### src/rtl/kara_pkg.sv
// Shared widths and FSM encoding for the Karatsuba recombination stage.
package kara_pkg;
   localparam int HALF_W = 64;
   localparam int PP_W   = 2 * HALF_W;
   localparam int MID_W  = 2 * HALF_W + 2;
   localparam int PROD_W = 4 * HALF_W;

   typedef enum logic [2:0] {
      IDLE,
      SUB1,
      SUB2,
      ADD,
      OUT
   } state_t;
endpackage

### src/rtl/adder_256bit.sv
// Plain ripple-carry adder used for the final recombination sum.
module adder_256bit
   import kara_pkg::*;
#(
   parameter int W = PROD_W
) (
   input  logic [W-1:0] i_a,
   input  logic [W-1:0] i_b,
   input  logic         i_cin,
   output logic [W-1:0] o_sum,
   output logic         o_cout
);

   logic w_carry;

   always_comb begin
      o_sum   = '0;
      w_carry = i_cin;
      for (int i = 0; i < W; i++) begin
         o_sum[i] = i_a[i] ^ i_b[i] ^ w_carry;
         w_carry  = (i_a[i] & i_b[i]) | (w_carry & (i_a[i] ^ i_b[i]));
      end
      o_cout = w_carry;
   end

endmodule

### src/rtl/kara_combine_256.sv
// Sequential Karatsuba recombination: mid = zmid - z0 - z2 over two cycles,
// then product = z2*2^128 + mid*2^64 + z0 in one 256-bit adder pass.
module kara_combine_256
   import kara_pkg::*;
(
   input  logic              clk,
   input  logic              rst_n,
   input  logic              in_valid,
   output logic              in_ready,
   input  logic [PP_W-1:0]   z0,
   input  logic [PP_W-1:0]   z2,
   input  logic [MID_W-1:0]  zmid,
   output logic              out_valid,
   input  logic              out_ready,
   output logic [PROD_W-1:0] product,
   output logic              err
);

   state_t              r_state;
   state_t              w_state_nxt;
   logic                r_in_ready;
   logic                r_out_valid;
   logic [PP_W-1:0]     r_z0;
   logic [PP_W-1:0]     r_z2;
   logic [MID_W-1:0]    r_mid;
   logic                r_borrow;
   logic                r_err;
   logic [PROD_W-1:0]   r_product;

   logic [MID_W-1:0]    w_subtrahend;
   logic [MID_W:0]      w_diff;
   logic [PROD_W-1:0]   w_add_a;
   logic [PROD_W-1:0]   w_add_b;
   logic [PROD_W-1:0]   w_sum;
   logic                w_cout_unused;

   // Extra top bit of the result carries the borrow out of the subtraction.
   function automatic logic [MID_W:0] sub_with_borrow(input logic [MID_W-1:0] a,
                                                      input logic [MID_W-1:0] b);
      return {1'b0, a} - {1'b0, b};
   endfunction

   // One shared subtractor: z0 is removed in SUB1, z2 in SUB2.
   assign w_subtrahend = (r_state == SUB1) ? {2'b00, r_z0} : {2'b00, r_z2};
   assign w_diff       = sub_with_borrow(r_mid, w_subtrahend);

   // mid[129] is dropped; it is only set when a borrow already flagged err.
   assign w_add_a = {r_z2, r_z0};
   assign w_add_b = {{(PROD_W - MID_W - HALF_W + 1){1'b0}}, r_mid[MID_W-2:0], {HALF_W{1'b0}}};

   adder_256bit #(
      .W (PROD_W)
   ) u_adder (
      .i_a    (w_add_a),
      .i_b    (w_add_b),
      .i_cin  (1'b0),
      .o_sum  (w_sum),
      .o_cout (w_cout_unused)
   );

   always_comb begin
      w_state_nxt = r_state;
      case (r_state)
         IDLE:    if (in_valid) w_state_nxt = SUB1;
         SUB1:    w_state_nxt = SUB2;
         SUB2:    w_state_nxt = ADD;
         ADD:     w_state_nxt = OUT;
         OUT:     if (out_ready) w_state_nxt = IDLE;
         default: w_state_nxt = IDLE;
      endcase
   end

   // Handshake flags are registered from the next state so no input reaches them combinationally.
   always_ff @(posedge clk) begin
      if (!rst_n) begin
         r_state     <= IDLE;
         r_in_ready  <= 1'b1;
         r_out_valid <= 1'b0;
      end else begin
         r_state     <= w_state_nxt;
         r_in_ready  <= (w_state_nxt == IDLE);
         r_out_valid <= (w_state_nxt == OUT);
      end
   end

   always_ff @(posedge clk) begin
      if (!rst_n) begin
         r_z0      <= '0;
         r_z2      <= '0;
         r_mid     <= '0;
         r_borrow  <= 1'b0;
         r_err     <= 1'b0;
         r_product <= '0;
      end else begin
         case (r_state)
            IDLE: begin
               if (in_valid) begin
                  r_z0     <= z0;
                  r_z2     <= z2;
                  r_mid    <= zmid;
                  r_borrow <= 1'b0;
               end
            end
            SUB1, SUB2: begin
               r_mid    <= w_diff[MID_W-1:0];
               r_borrow <= r_borrow | w_diff[MID_W];
            end
            ADD: begin
               r_product <= w_sum;
               r_err     <= r_borrow;
            end
            default: ;
         endcase
      end
   end

   assign in_ready  = r_in_ready;
   assign out_valid = r_out_valid;
   assign product   = r_product;
   assign err       = r_err;

endmodule
### config.mk
export PLATFORM = sky130hd
export DESIGN_NAME = kara_combine_256
export DESIGN_NICKNAME = d
export VERILOG_FILES = /design/src/rtl/kara_pkg.sv /design/src/rtl/adder_256bit.sv /design/src/rtl/kara_combine_256.sv
export SDC_FILE = /design/constraint.sdc
export NUM_CORES = 2
export LEC_CHECK = 0
export BUFFER_PORTS_ARGS = -buffer_cell sky130_fd_sc_hd__buf_2
export CAP_MARGIN = 20
export CORE_MARGIN = 4
export CORE_UTILIZATION = 40
export CTS_CLUSTER_DIAMETER = 120
export CTS_CLUSTER_SIZE = 20
export DETAILED_ROUTE_END_ITERATION = 16
export MAX_ROUTING_LAYER = met4
export PLACE_DENSITY = 0.71
export SKIP_CTS_REPAIR_TIMING = 1
export SYNTH_ARGS = -nofsm -noshare
export SYNTH_HDL_FRONTEND = slang
export SYNTH_HIERARCHICAL = 1
export SYNTH_SLANG_ARGS = --single-unit
### constraint.sdc
create_clock -name clk -period 131 [get_ports clk]
set_input_delay 26.2 -clock clk [delete_from_list [all_inputs] [get_ports clk]]
set_output_delay 26.2 -clock clk [all_outputs]
set_load 0.03 [all_outputs]
==> run_results.csv <==
group,metric,value,unit
status,status,"finished clean",
clock_network,cts_max_level,2,
clock_network,cts_buffers,39,
global_route,grt_start_max_net_pins,206,
layout,final_util,46.2,%
placement,dp_hpwl,116000,um
timing,fmax,0.0127,GHz
critical_path,start_kind,"register",
critical_path,cp_max_fo,3,
critical_path,path_buf_inv,4,
layout,stdcell_count,6581,
critical_path,crit_path_max_incr_delay,0.51,ns
floorplanning,die_height,319,um
clock_network,cts_buffer_depth,3,
min_path,hp-class,"register to register",
layout,drive_above_1_share,14.9,%
timing,fin_setup_tns,0,ns
logic_synthesis,ys_warn_count,6,
timing,worstMarginPinSlew,1.09,ns
logic_synthesis,syn-cell-area,38600,um^2
timing,drv_slew,0,
route,wirelength,148000,um
placement,placed_cell_area,42700,um^2
critical_path,slowest_stage,"fa_1",
layout,design_area,44000,um^2
route,firstDrtPassIters,5,
clock_network,clk-insertion-delay-late,0.62,ns
layout,fin_nets,6013,
timing,finalHoldViolCount,0,
critical_path,cp_common_cell,"fa_1",
critical_path,path_class,"register to register",
critical_path,worstPathRequired,131.54,ns
timing,finalClockSkew,0.0408,ns
power_and_ir_drop,power.density,20.0,nW/um^2
timing,post-route-min-period,78.52,ns
job,drv_cap,0,
floorplanning,fp-row-count,113,
clock_network,cts_root_buffer,"clkbuf_16",
floorplanning,start_util,40.5,%
timing,finalSetupViolCount,0,
power_and_ir_drop,ir_drop,9.42,uV
power_and_ir_drop,power.leakage,18.4,nW
global_route,grt_pass1_wl,220000,um
global_route,antenna_found_initial,74,
route,detail-route-antenna-nets,0,
global_route,grt_usage,28.7,%
timing,min_period_over_period,59.9,%
timing,maxSlewHeadroom,27.1,%
route,vias_per_cell,5.49,
critical_path,critPathTopFamily,"adder cells",
timing,rsz0062_at_grt,"no",
power_and_ir_drop,total_power,0.879,mW
placement,port_buffers,648,
floorplanning,ioPinCount,649,
logic_synthesis,synth_cells,4707,
floorplanning,die_w,319,um
route,remaining_drc_errors,0,
critical_path,cp-end-kind,"register",
floorplanning,core,95300,um^2
logic_synthesis,synth.avg_cell_area,8.20,um^2
route,drt-initial-drc-count,3084,
global_route,grt_pass1_vias,35500,
clock_network,path_clk_slew,0.09,ns
global_route,grt_overflow,0,
clock_network,cts_tree,"done",
route,wl_per_cell,22.5,um
layout,final_cell_mix,"1364 x nand2_1, 752 x a21oi_1, 649 x dfxtp_1, 648 x buf_2, 257 x fa_1",
placement,place.gp.congestion,0.930,
critical_path,critPathArrivalTime,79.06,ns
layout,area_growth,14.1,%
clock_network,cts.sinks,649,
floorplanning,die-area,102000,um^2
route,dr_total_vias,36100,
layout,layout_commonest_cell,"nand2_1",
placement,dp.cells,6462,
## state kept, by name, indices dropped and copies added, names as in the netlist
signal and count:
r_state 3, err 1, product 256, r_borrow 1, r_mid 130, r_z2 128, r_z0 128, in_ready 1
out_valid 1
## per-stage QoR
step | setup slack [ns] | hold WS, ns
floorplan | 57.57 | 0.439
global placement | 53.22 | 0.440
detailed placement | 52.79 | 0.443
CTS | 52.59 | 0.455
global route | 50.71 | 0.470
finish | 52.48 | 0.454
## power by group
part / internal, mW / total (mW) / switching [mW]
logic: 0.172 / 0.496 / 0.324
clock network: 0.0584 / 0.131 / 0.0726
registers: 0.221 / 0.251 / 0.0306
total: 0.451 / 0.879 / 0.428
## per-layer routing
layer  vias up  track usage, %  share of wire [%]
li1      17100               -                  -
met1     17600            35.9                 42
met2      1203            46.9                 48
met3       226            4.96                6.6
met4         0            10.1                3.3
met5         -               -                  0
## worst reg2reg max path, delay by kind of cell, from the launching register on
family,cells,cell delay (ns)
adder cells (fa/ha/maj),192,77.68
flip-flops,1,0.34
buffers and inverters,4,0.27
AO/OA/AOI/OAI,1,0.14
AND/OR/NAND/NOR,1,0.04
## final timing paths
path                    start           end  slack (ns)  cells after the start
hold reg to reg   product[10]   product[10]        0.45                      2
setup / recovery     r_z0[64]  product[255]       52.48                    198
setup reg to reg     r_z0[64]  product[255]       52.48                    198
hold / removal    product[10]   product[10]        0.45                      2
## area by class of cell
type                       count  area (um^2)
timing repair buffer         679         3500
tap                         1265         1580
sequential                   649        13000
antenna                       72          180
clock inverter                 2         28.8
multi-input combinational   3810        24400
fill                        9699        51300
clock buffer                  45         1070
inverter                      59          229
Note: power is estimated with default switching activity, not from simulation.
